**config.mk**
```make
export PLATFORM = sky130hd
export DESIGN_NAME = dac_sample_scheduler
export DESIGN_NICKNAME = d
export VERILOG_FILES = /design/src/rtl/dac_sample_scheduler.sv
export SDC_FILE = /design/constraint.sdc
export NUM_CORES = 1
export LEC_CHECK = 0
export CAP_MARGIN = 20
export CELL_PAD_IN_SITES_DETAIL_PLACEMENT = 1
export CELL_PAD_IN_SITES_GLOBAL_PLACEMENT = 1
export CORE_ASPECT_RATIO = 1.4
export CORE_UTILIZATION = 25
export CTS_BUF_LIST = sky130_fd_sc_hd__clkbuf_8
export DETAILED_ROUTE_END_ITERATION = 6
export PLACE_DENSITY_LB_ADDON = 0.05
export SYNTH_ARGS = -nofsm -noshare
export SYNTH_HDL_FRONTEND = slang
export SYNTH_SLANG_ARGS = --single-unit
export TNS_END_PERCENT = 10
```
**constraint.sdc**
```tcl
create_clock -name clk -period 6.2 [get_ports clk]
set_input_delay 0.62 -clock clk [delete_from_list [all_inputs] [get_ports clk]]
set_output_delay 0.62 -clock clk [all_outputs]
set_load 0.01 [all_outputs]
```
**src/rtl/dac_sample_scheduler.sv**
```systemverilog
// dac_sample_scheduler: fractional-rate sample tick generator, two-source
// sample arbiter and DAC frame sequencer in front of the SPI DAC driver.
// The tick comes from a phase accumulator, so on average exactly F_SAMPLE
// ticks are produced per F_CLK clock cycles. Each tick either starts one
// DAC frame from the selected source or, when a frame is still running,
// is recorded as a missed frame.
module dac_sample_scheduler #(
    parameter int                  SIG_BITS = 16,
    parameter int                  SPI_BITS = 24,
    parameter int                  F_CLK    = 50_000_000,
    parameter int                  F_SAMPLE = 48_000,
    parameter int                  CNT_BITS = 16,
    parameter logic [SIG_BITS-1:0] MID_CODE = 16'h8000
) (
    input  logic                clk,
    input  logic                reset_n,
    input  logic [SIG_BITS-1:0] aud_data,
    input  logic                aud_valid,
    output logic                aud_ready,
    input  logic [SIG_BITS-1:0] aux_data,
    input  logic                aux_valid,
    output logic                aux_ready,
    input  logic                aux_sel,
    output logic [SPI_BITS-1:0] spi_in,
    output logic                spi_go,
    input  logic                spi_busy,
    output logic                tick,
    output logic [CNT_BITS-1:0] underrun_cnt,
    output logic [CNT_BITS-1:0] miss_cnt
);

    // The accumulator stays below F_CLK, so acc + F_SAMPLE < 2*F_CLK fits
    // in one extra bit above clog2(F_CLK).
    localparam int                  ACC_BITS = $clog2(F_CLK) + 1;
    localparam int                  PAD_BITS = SPI_BITS - SIG_BITS - 2;
    localparam logic [ACC_BITS-1:0] F_CLK_A  = ACC_BITS'(F_CLK);
    localparam logic [ACC_BITS-1:0] F_SMP_A  = ACC_BITS'(F_SAMPLE);
    localparam logic [CNT_BITS-1:0] CNT_MAX  = '1;

    typedef enum logic [2:0] {
        S_IDLE,
        S_LOAD,
        S_GO,
        S_WAIT_BUSY,
        S_WAIT_DONE
    } state_t;

    // ------------------------------------------------------------------
    // Sample tick
    // ------------------------------------------------------------------
    logic [ACC_BITS-1:0] acc_q;
    logic [ACC_BITS-1:0] acc_sum;
    logic [ACC_BITS-1:0] acc_d;
    logic                tick_w;

    assign acc_sum = acc_q + F_SMP_A;
    assign tick_w  = (acc_sum >= F_CLK_A);
    assign acc_d   = tick_w ? (acc_sum - F_CLK_A) : acc_sum;

    // Advance the phase accumulator every clock; wrap by F_CLK on a tick
    always_ff @(posedge clk or negedge reset_n) begin
        if (!reset_n) begin
            acc_q <= '0;
        end else begin
            acc_q <= acc_d;
        end
    end

    // ------------------------------------------------------------------
    // Holding registers: index 0 = audio, index 1 = aux
    // ------------------------------------------------------------------
    state_t              state_q;
    logic                start_frame;
    logic [1:0]          src_valid;
    logic [1:0]          sel_onehot;
    logic [1:0]          consume;
    logic [1:0]          full_vec;
    logic [SIG_BITS-1:0] src_data  [2];
    logic [SIG_BITS-1:0] hold_data [2];
    logic                sel_full;
    logic [SIG_BITS-1:0] sel_data;

    // A frame only starts on a tick seen while the sequencer is idle.
    assign start_frame = tick_w && (state_q == S_IDLE);
    assign src_valid   = {aux_valid, aud_valid};
    assign sel_onehot  = {aux_sel, ~aux_sel};
    assign src_data[0] = aud_data;
    assign src_data[1] = aux_data;

    genvar gi;
    generate
        for (gi = 0; gi < 2; gi++) begin : g_hold
            logic                full_q;
            logic [SIG_BITS-1:0] data_q;

            // Consumption requires full and acceptance requires empty,
            // so the two can never coincide on one register.
            assign consume[gi] = start_frame && sel_onehot[gi] && full_q;

            // Capture an offered sample when empty; release it only when a tick consumes it
            always_ff @(posedge clk or negedge reset_n) begin
                if (!reset_n) begin
                    full_q <= 1'b0;
                    data_q <= '0;
                end else if (src_valid[gi] && !full_q) begin
                    full_q <= 1'b1;
                    data_q <= src_data[gi];
                end else if (consume[gi]) begin
                    full_q <= 1'b0;
                end
            end

            assign full_vec[gi]  = full_q;
            assign hold_data[gi] = data_q;
        end
    endgenerate

    assign sel_full  = full_vec[aux_sel];
    assign sel_data  = aux_sel ? hold_data[1] : hold_data[0];
    assign aud_ready = ~full_vec[0];
    assign aux_ready = ~full_vec[1];

    // ------------------------------------------------------------------
    // Frame sequencer
    // ------------------------------------------------------------------
    logic [SIG_BITS-1:0] last_sample_q;
    logic [SPI_BITS-1:0] spi_in_q;
    logic                spi_go_q;
    logic [1:0]          wait_q;
    logic [CNT_BITS-1:0] underrun_q;
    logic [CNT_BITS-1:0] miss_q;
    logic [SPI_BITS-1:0] frame_w;

    // Frame layout: two zero command bits, the sample, then zero padding.
    assign frame_w = SPI_BITS'(last_sample_q) << PAD_BITS;

    // Pick a sample on an idle tick, load and strobe the frame, then track the driver's busy
    always_ff @(posedge clk or negedge reset_n) begin
        if (!reset_n) begin
            state_q       <= S_IDLE;
            last_sample_q <= MID_CODE;
            spi_in_q      <= '0;
            spi_go_q      <= 1'b0;
            wait_q        <= '0;
            underrun_q    <= '0;
            miss_q        <= '0;
        end else begin
            spi_go_q <= 1'b0;

            // A tick arriving mid-frame is dropped but still counted.
            if (tick_w && (state_q != S_IDLE) && (miss_q != CNT_MAX)) begin
                miss_q <= miss_q + CNT_BITS'(1);
            end

            case (state_q)
                S_IDLE: begin
                    if (tick_w) begin
                        if (sel_full) begin
                            last_sample_q <= sel_data;
                        end else if (underrun_q != CNT_MAX) begin
                            underrun_q <= underrun_q + CNT_BITS'(1);
                        end
                        state_q <= S_LOAD;
                    end
                end
                S_LOAD: begin
                    spi_in_q <= frame_w;
                    spi_go_q <= 1'b1;
                    state_q  <= S_GO;
                end
                S_GO: begin
                    wait_q  <= '0;
                    state_q <= S_WAIT_BUSY;
                end
                S_WAIT_BUSY: begin
                    // Give the driver four cycles to raise busy; if it never
                    // does, assume it already finished or is absent.
                    if (spi_busy || (wait_q == 2'd3)) begin
                        state_q <= S_WAIT_DONE;
                    end else begin
                        wait_q <= wait_q + 2'd1;
                    end
                end
                S_WAIT_DONE: begin
                    if (!spi_busy) begin
                        state_q <= S_IDLE;
                    end
                end
                default: begin
                    state_q <= S_IDLE;
                end
            endcase
        end
    end

    assign spi_in       = spi_in_q;
    assign spi_go       = spi_go_q;
    assign tick         = tick_w;
    assign underrun_cnt = underrun_q;
    assign miss_cnt     = miss_q;

endmodule

```
==> results of run 1 <==
[critical path: cells and delay by family, from the launching register on]
family	cells	cell delay [ns]
adders and majority gates	1	0.16
DFF	1	0.43
AOI/OAI and AO/OA	5	1.76
buffers and inverters	3	1.17
and+or+nand+nor	1	0.21
[logic make-up after synthesis]
family          Yosys count  synth area share (%)
other cells               1               0.06154
buf+inv                  47                 3.922
mux                      68                 12.22
simple gates            163                 13.57
xor+xnor                 58                 8.337
fa+ha+maj                 8                 1.643
flops                   124                 50.94
compound gates           81                 9.302
[registers in the layout, summed over array words and instances, names as in the netlist, 3 cells and up]
register,flops
spi_in,16
acc_q,20
g_hold.data_q,32
miss_cnt,16
last_sample_q,16
underrun_cnt,16
state_q,3
[metrics by stage]
stage / power (mW) / utilization [%] / hold WS, ns / instance area (um2) / cells
floorplan: 1.158 / - / 0.3244 / 6120 / 557
global placement: 1.262 / 30.31 / 0.4824 / 7267 / 931
detailed placement: 1.279 / 30.31 / 0.4877 / 7267 / 931
CTS: 1.964 / 31.80 / 0.2627 / 7624 / 963
global route: 2.040 / 31.86 / 0.2785 / 7639 / 964
finish: 1.910 / 31.86 / 0.2513 / 7639 / 964
[cell usage after synthesis (8+ instances only)]
cell type,n,area [um2]
clkbuf_1,13,48.80
and3_1,8,50.05
mux2_2,50,563.0
nand3_1,14,70.07
mux2i_1,17,170.2
buf_4,9,67.56
o21ai_0,13,65.06
dfrtp_1,123,3078
nor3_1,17,85.08
inv_1,15,56.30
xnor2_1,42,367.9
nor2_1,40,150.1
ha_1,8,100.1
nand2b_1,8,50.05
xor2_1,16,140.1
nand2_1,35,131.4
nand4_1,10,62.56
a21oi_1,31,155.2
[path summary, 6_finish.rpt]
| kind | startpoint | endpoint | cells past startpoint | slack, ns |
|---|---|---|---|---|
| hold reg to reg | acc_q[23]$_DFF_PN0_ | acc_q[23]$_DFF_PN0_ | 1 | 0.50 |
| max in group asynchronous | reset_n | g_hold[1].full_q$_DFFE_PN0P_ | 2 | 4.49 |
| setup reg to reg | acc_q[9]$_DFF_PN0_ | last_sample_q[0]$_DFFE_PN0P_ | 13 | 2.03 |
| hold / removal | reset_n | acc_q[10]$_DFF_PN0_ | 1 | 0.25 |
| min in group clk | acc_q[23]$_DFF_PN0_ | acc_q[23]$_DFF_PN0_ | 1 | 0.50 |
| setup / recovery | acc_q[9]$_DFF_PN0_ | tick | 10 | 1.42 |
[per-layer routing]
layer / wire [um] / track usage [%] / up-vias / share of wire [%]
li1: - / - / 2081 / -
met1: 6346 / 15.03 / 2202 / 40
met2: 8648 / 24.99 / 69 / 54
met3: 674 / 3.722 / 19 / 4.2
met4: 241 / 4.895 / 0 / 1.5
met5: 0 / 0 / - / 0
[cell type report]
cell class                      instances  area share, %
Sequential cell                       124          40.64
Tap cell                              310          5.078
Multi-Input combinational cell        386          36.41
Clock buffer                           18          3.243
Timing Repair Buffer                   96          12.42
Clock inverter                         14          1.425
Inverter                               16         0.7862
[report_power, final]
| group | total [mW] | internal (mW) | switching [mW] |
|---|---|---|---|
| Sequential | 0.971 | 0.907 | 0.0643 |
| Combinational | 0.278 | 0.156 | 0.122 |
| Clock | 0.660 | 0.295 | 0.365 |
| Total | 1.91 | 1.36 | 0.552 |
[cells in the final DEF, fill, tap and decap left out, drive strengths merged, types with 4 or more instances in the layout]
| master | instances |
|---|---|
| xor2 | 16 |
| xnor2 | 42 |
| nand3 | 16 |
| clkinvlp | 4 |
| mux2 | 51 |
| nor2b | 5 |
| mux2i | 17 |
| o21a | 4 |
| nor3 | 17 |
| nand2 | 35 |
| nand2b | 8 |
| inv | 23 |
| dfrtp | 123 |
| nor4 | 7 |
| buf | 8 |
| conb | 8 |
| nor2 | 40 |
| a21oi | 31 |
| o21ai | 13 |
| clkbuf | 18 |
| clkdlybuf4s50 | 88 |
| ha | 8 |
| or3 | 4 |
| and3 | 8 |
| nand4 | 10 |
==> metrics.txt, run 1 <==
Die X 133.9 um; worst slew pin tran 0.9389 ns; clock sinks 124; RSZ-0062 raised after global routing no; fin crit period 4.781 ns; final clock period utilization by the worst path 77.11%; Overflow after GRT 0; DR pass1 iterations 4; Gates resized, CTS repair 0; CP startpoint kind register; DR vias/cell 4.534; layout cells sized above 1 15.90%; diodes inserted 0; Synth Register Bits 124; CTS Hold Bufs 0; # H-tree levels 4; Setup-failing EPs final 0; Mean Syn Cell Area 11.08 um2; routed wire length per instance 16.50 um; Post-synth EDFFs 0; Remaining DRCs 0; Syn Inst Count 550; DP Worst Slack 1.597 ns; CP required 5.58 ns; Max-cap violations 0; vias in the first global route 5014; final net count 687; Tightest Hold Check Type in -> async; CTS Buf Count 17; I/O Buffers 89; Setup TNS Final 0 ns; Setup Buffers After CTS 0; post-synthesis async set-or-reset flop share 100.0%; synthesized area 6093 um2; normalized max-slew margin 37.40%; worst-skew pair later-pin latency 0.43 ns; GRT Overall Usage 13.74%; Fillers 2689; yosys warns 0; Netlist cell types 62; Leakage Power 3.234 nW; Worst path max stage delay 0.62 ns; Clock transition at path regs 0.08 ns; Multi-input gate area 2781 um2; sequential element share of the synthesized area 50.94%; CP Data Arrival Time 4.16 ns; power per cell area 250.0 nW/um2; Critical Path, Cell by Cell inv_1 -> ha_1 -> a21boi_1 -> o2111ai_1 -> o32ai_1 -> o221ai_2 -> or2_0 -> o21a_1 -> inv_2 -> clkdlybuf4s50_1; Crit Path Category reg -> out; Routability Congestion 0.7621; Slowest cell on crit path clkdlybuf4s50_1; Slew Limit Fails 0; overall die height 186.7 um; CP Max Fanout 20; Detailed Route WL 15910 um; Initial Utilization 25.41%; outcome finished, final reports clean; Longest Clk Path Bufs 2; drt initial violations 81; clk_skew 0.01693 ns; first-pass GRT wire length 26620 um; Top Ports 98; DR vias 4371; post-route ant nets 0; crit end category output pin; Row Count 67; main flop type after synthesis dfrtp_1; largest net degree at the start of global routing 73; Root Buffer clkbuf_8; post-route setup slack 1.419 ns; Peak VDD IR 0.0001085 V; Area Overhead vs Synth 25.36%; Core Footprint 23980 um2; Die ar. 25010 um2; initial antenna violation count 0; Max Clock Freq 0.2092 GHz; Register Area 3104 um2; detailed placement HPWL 11420 um; final hold vios 0; CTS tree done
Power figures use the tool's default switching activity.
==> run 2, diff against run 1 <==
==> constraint.sdc (replaced) <==
create_clock -name clk -period 4.35 [get_ports clk]
set_input_delay 0.435 -clock clk [delete_from_list [all_inputs] [get_ports clk]]
set_output_delay 0.435 -clock clk [all_outputs]
set_load 0.01 [all_outputs]
==> metrics.txt, run 2 (synthesis results as in run 1) <==
clock sinks 124 (unchanged); diodes inserted 0 (unchanged); I/O Buffers 89 (unchanged); first-pass GRT wire length 26080 um (-2.0%); drt initial violations 66 (-19%); RSZ-0062 raised after global routing no; Max-cap violations 0 (unchanged); # H-tree levels 4 (unchanged); worst slew pin tran 0.8341 ns (-0.1048 ns); GRT Overall Usage 13.69% (-0.044 points); most common cell after layout, fill and taps aside dfrtp_1; Initial Utilization 25.41% (unchanged); CP required 3.91 ns (-1.67 ns); CP top delay family compound AO/OA/AOI/OAI gates; DR pass1 iterations 4 (unchanged); Tightest Hold Check Type in -> async; most frequent cells in the layout dfrtp_1 (123), clkdlybuf4s50_1 (88), mux2_2 (50); Longest Clk Path Bufs 2 (unchanged); Power Total 3.005 mW (+57%); layout cells sized above 1 16.41% (+0.51 points); Top Ports 98 (unchanged); Area Overhead vs Synth 28.01%; Routability Congestion 0.7377 (-3.2%); Layout Utilization 32.53% (+0.67 points); normalized max-slew margin 44.39% (+7.0 points); Setup-failing EPs final 0 (unchanged); DR vias 4385 (+0.32%); Row Count 67 (unchanged); Worst path max stage delay 0.56 ns (-0.06 ns); clk_skew 0.01001 ns (-0.006918 ns); vias in the first global route 4749 (-5.3%); power per cell area 385.2 nW/um2 (+54%); Placed Cells 935 (+0.43%); Top Registers g_hold.data_q: 32 flops, acc_q: 20 flops; crit end category output pin; CTS tree done; Peak VDD IR 0.0002621 V (+140%); CTS Buf Count 17 (unchanged); Die ar. 25010 um2 (unchanged); overall die height 186.7 um (unchanged); CP Data Arrival Time 3.58 ns (-0.58 ns); Setup TNS Final 0 ns (unchanged); worst path bufs/invs 3 (unchanged); final clock period utilization by the worst path 92.33%; CP startpoint kind register; Remaining DRCs 0 (unchanged); Max Clock Freq 0.2490 GHz; Reg-to-Reg Start acc_q[7]$_DFFE_PN0P_; Root Buffer clkbuf_8; Slew Limit Fails 0 (unchanged); Die X 133.9 um (unchanged); Largest Register g_hold.data_q; Non-Filler Cell Area, Final 7800 um2 (+2.1%); post-route setup slack 0.3336 ns (-1.085 ns); Placed Area 7310 um2 (+0.59%); Slowest cell on crit path clkdlybuf4s50_1; Critical Path, Cell by Cell inv_1 -> ha_1 -> nand2b_1 -> a221oi_4 -> nor2_1 -> xnor2_1 -> o31a_1 -> o21a_1 -> inv_4 -> clkdlybuf4s50_1; CP Max Fanout 11 (-45%); final hold vios 0 (unchanged); worst-skew pair later-pin latency 0.45 ns (+0.02 ns); largest net degree at the start of global routing 67 (-8.2%); detailed placement HPWL 11590 um (+1.5%); Worst Setup SP acc_q[7]$_DFFE_PN0P_; initial antenna violation count 0 (unchanged); Core Footprint 23980 um2 (unchanged); Overflow after GRT 0 (unchanged); outcome finished, final reports clean; post-route ant nets 0 (unchanged); routed wire length per instance 16.62 um (+0.71%); CTS Hold Bufs 0 (unchanged); final net count 691 (+0.58%); DP Worst Slack 0.5188 ns (-1.078 ns); Leakage Power 3.324 nW (+2.8%); Hold WS 0.08367 ns (-0.1677 ns); Non-Filler Instances 968 (+0.41%); Crit Path Category reg -> out; Detailed Route WL 16090 um (+1.1%); fin crit period 4.016 ns; max reg flops 32 (unchanged); Clock transition at path regs 0.08 ns (about the same); DR vias/cell 4.530 (about the same)
==> run 2: final cells by class <==
type / count / area [um2]
Clock inverter: 11 / 187.7
Inverter: 16 / 62.56
Sequential cell: 124 / 3104
Timing Repair Buffer: 100 / 983.4
Fill cell: 2697 / 16180
Tap cell: 310 / 387.9
Multi-Input combinational cell: 386 / 2785
Clock buffer: 21 / 289.0
==> run 2: worst paths after layout <==
check	endpoint	slack, ns	cells after the start
setup / recovery	tick	0.33	10
hold reg to reg	miss_cnt[9]$_DFFE_PN0P_	0.50	1
min in group clk	miss_cnt[9]$_DFFE_PN0P_	0.50	1
setup reg to reg	miss_cnt[14]$_DFFE_PN0P_	0.76	11
hold / removal	acc_q[13]$_DFF_PN0_	0.08	1
max in group asynchronous	last_sample_q[15]$_DFFE_PN1P_	3.37	2
==> run 2: power by group <==
group / total (mW) / internal [mW] / switching, mW / leakage, nW
sequential: 1.38 / 1.29 / 0.0909 / 1.59
clock: 1.22 / 0.742 / 0.482 / 0.240
combinational: 0.396 / 0.224 / 0.173 / 1.49
==> run 2: what timing repair did <==
action | 4_1_cts | 5_1_grt
buffers inserted | 0 | 1
resized for setup | 0 | 2
setup endpoints to repair | 0 | 1
==> run 2: metal layers <==
layer	part of all wire, %	vias to the layer above	GRT usage [%]
met1	40	2178	15.17
met5	0	-	0
met3	4.5	28	4.048
met2	53	77	24.05
li1	-	2102	-
met4	2.2	0	5.726
==> run 2: worst register-to-register path, delay by kind of cell (launching register included) <==
family,cells,cell delay [ns]
compound gates,3,1.03
xor+xnor,1,0.22
fa+ha+maj,1,0.24
buf+inv,1,0.16
flops,1,0.44
mux,1,0.33
simple gates,4,1.07
==> run 3, diff against run 2 <==
==> constraint.sdc (replaced) <==
create_clock -name clk -period 4.35 [get_ports clk]
set_input_delay 0.435 -clock clk [delete_from_list [all_inputs] [get_ports clk]]
set_output_delay 0.435 -clock clk [all_outputs]
set_load 0.02 [all_outputs]
==> metrics.txt, run 3 (synthesis results as in run 1) <==
outcome finished, final reports clean; Initial Utilization 25.41% (unchanged); final hold vios 0 (unchanged); # H-tree levels 4 (unchanged); Layout Utilization 32.77% (+0.24 points); clk_skew 0.006510 ns (-0.003501 ns); Reg-to-Reg Start acc_q[7]$_DFFE_PN0P_; normalized max-slew margin 34.77% (-9.6 points); Overflow after GRT 0 (unchanged); fin crit period 4.031 ns (+0.01452 ns); Routability Congestion 0.7362 (-0.20%); Fillers 2712 (+0.56%); Clock transition at path regs 0.08 ns (about the same); post-route ant nets 0 (unchanged); Setup-failing EPs final 0 (unchanged); gr busiest metal met2; max reg flops 32 (unchanged); DR vias 4420 (+0.80%); met2 track demand over resource 24.81% (+0.76 points); Non-Filler Cell Area, Final 7858 um2 (+0.74%); met1 Track Usage GR 15.18% (about the same); drt initial violations 71 (+7.6%); power per cell area 399.8 nW/um2 (+3.8%); CP Data Arrival Time 3.60 ns (+0.02 ns); routed wire length per instance 16.72 um (+0.59%); Max Clock Freq 0.2481 GHz (-0.36%); Placed Area 7305 um2 (about the same); Placed Cells 936 (+0.11%); Multi-input gate area 2793 um2 (+0.27%); Root Buffer clkbuf_8; most common cell after layout, fill and taps aside dfrtp_1; FF-to-FF End miss_cnt[14]$_DFFE_PN0P_; largest net degree at the start of global routing 70 (+4.5%); initial antenna violation count 0 (unchanged); GRT Overall Usage 13.91% (+0.22 points); worst slew pin tran 0.9785 ns (+0.1444 ns); CP required 3.91 ns (about the same); Tightest Hold Check Type in -> async; DR pass1 iterations 4 (unchanged); CP startpoint kind register; Top Ports 98 (unchanged); Core Footprint 23980 um2 (unchanged); Non-Filler Instances 970 (+0.21%); Crit Path Category reg -> out; Max-cap violations 0 (unchanged); DR vias/cell 4.557 (+0.59%); RSZ-0062 raised after global routing no; diodes inserted 0 (unchanged); CTS Hold Bufs 0 (unchanged); worst-skew pair later-pin latency 0.44 ns (about the same); Leakage Power 3.355 nW (+0.94%); Largest Register g_hold.data_q; met3 usage 4.347% (+0.30 points); Die ar. 25010 um2 (unchanged); Row Count 67 (unchanged); Setup TNS Final 0 ns (unchanged); first-pass GRT wire length 26520 um (+1.7%); Register Area 3104 um2 (unchanged); clock sinks 124 (unchanged); Remaining DRCs 0 (unchanged); reg2reg path depth 11 (unchanged); Detailed Route WL 16220 um (+0.80%); R2R setup slack 0.75 ns (about the same); Area Overhead vs Synth 28.95%; overall die height 186.7 um (unchanged); vias in the first global route 4856 (+2.3%); Top Registers g_hold.data_q: 32 flops, acc_q: 20 flops; CTS tree done; CTS Buf Count 17 (unchanged); Slew Limit Fails 0 (unchanged); final clock period utilization by the worst path 92.67% (+0.33 points); I/O Buffers 89 (unchanged); most frequent cells in the layout dfrtp_1 (123), clkdlybuf4s50_1 (88), mux2_2 (50); crit end category output pin; Longest Clk Path Bufs 2 (unchanged); Peak VDD IR 0.0002448 V (-6.6%); final net count 693 (+0.29%); detailed placement HPWL 11680 um (+0.81%); Die X 133.9 um (unchanged); layout cells sized above 1 16.97% (+0.56 points); CP Max Fanout 9 (-2)
## run 3: cell types whose count changed in the layout (fill, tap and decap cells not counted), moves of 3 or more
cell       delta
buf_4         +3
clkbuf_8      -4
bufinv_16     +3
clkinv_4      +3
## run 3: metrics by stage
stage	worst slack (ns)	hold slack (ns)	power, mW
finish	0.3190	0.1110	3.141
global route	0.003364	0.1812	3.315
CTS	0.09653	0.1466	3.211
detailed placement	0.5862	0.4870	1.825
global placement	0.6691	0.4886	1.808
floorplan	1.113	0.1394	1.658
## run 3: how the worst max path moves through the flow
stage                        from                        to  slack [ns]
2_1_floorplan  acc_q[8]$_DFF_PN0_  miss_cnt[14]$_DFFE_PN0P_        1.11
4_1_cts        acc_q[8]$_DFF_PN0_                      tick         0.1
6_report       acc_q[9]$_DFF_PN0_                      tick        0.32
3_5_place_dp   acc_q[8]$_DFF_PN0_  miss_cnt[14]$_DFFE_PN0P_        0.59
3_3_place_gp   acc_q[8]$_DFF_PN0_  miss_cnt[14]$_DFFE_PN0P_        0.67
5_1_grt        acc_q[9]$_DFF_PN0_                      tick       0.003
## run 3: cell type report
cell class,count,share of cell area [%]
flip-flops and latches,124,39.51
multi-input cells,386,35.54
well taps,310,4.936
clock inverters,15,3.726
repair buffers,102,12.55
inverters,16,0.7643
clock buffers,17,2.978
## run 3: timing repair
item,in CTS,in global routing
endpoints found under the hold margin,0,0
setup endpoints to repair,0,1
gates resized for setup,0,2
setup buffers,0,2
## run 3: worst max-delay path: stages (launching register included)
cell and delay (ns):
dfrtp_1 0.43, inv_1 0.09, ha_1 0.21, a21bo_1 0.30
a221oi_4 0.52, nor3_1 0.12, xnor2_1 0.42, o21a_1 0.17
o21a_1 0.27, inv_2 0.08, clkdlybuf4s50_1 0.54
## run 3: power by group
part,switching [mW],total [mW],internal (mW)
registers,0.0915,1.38,1.29
clock network,0.498,1.36,0.858
logic,0.178,0.401,0.222
## run 3: metal layers
metal	vias up	share of wire [%]	wire [um]
met3	19	4.4	718
li1	2098	-	-
met1	2229	40	6560
met2	74	53	8660
met4	0	1.7	278
met5	-	0	0
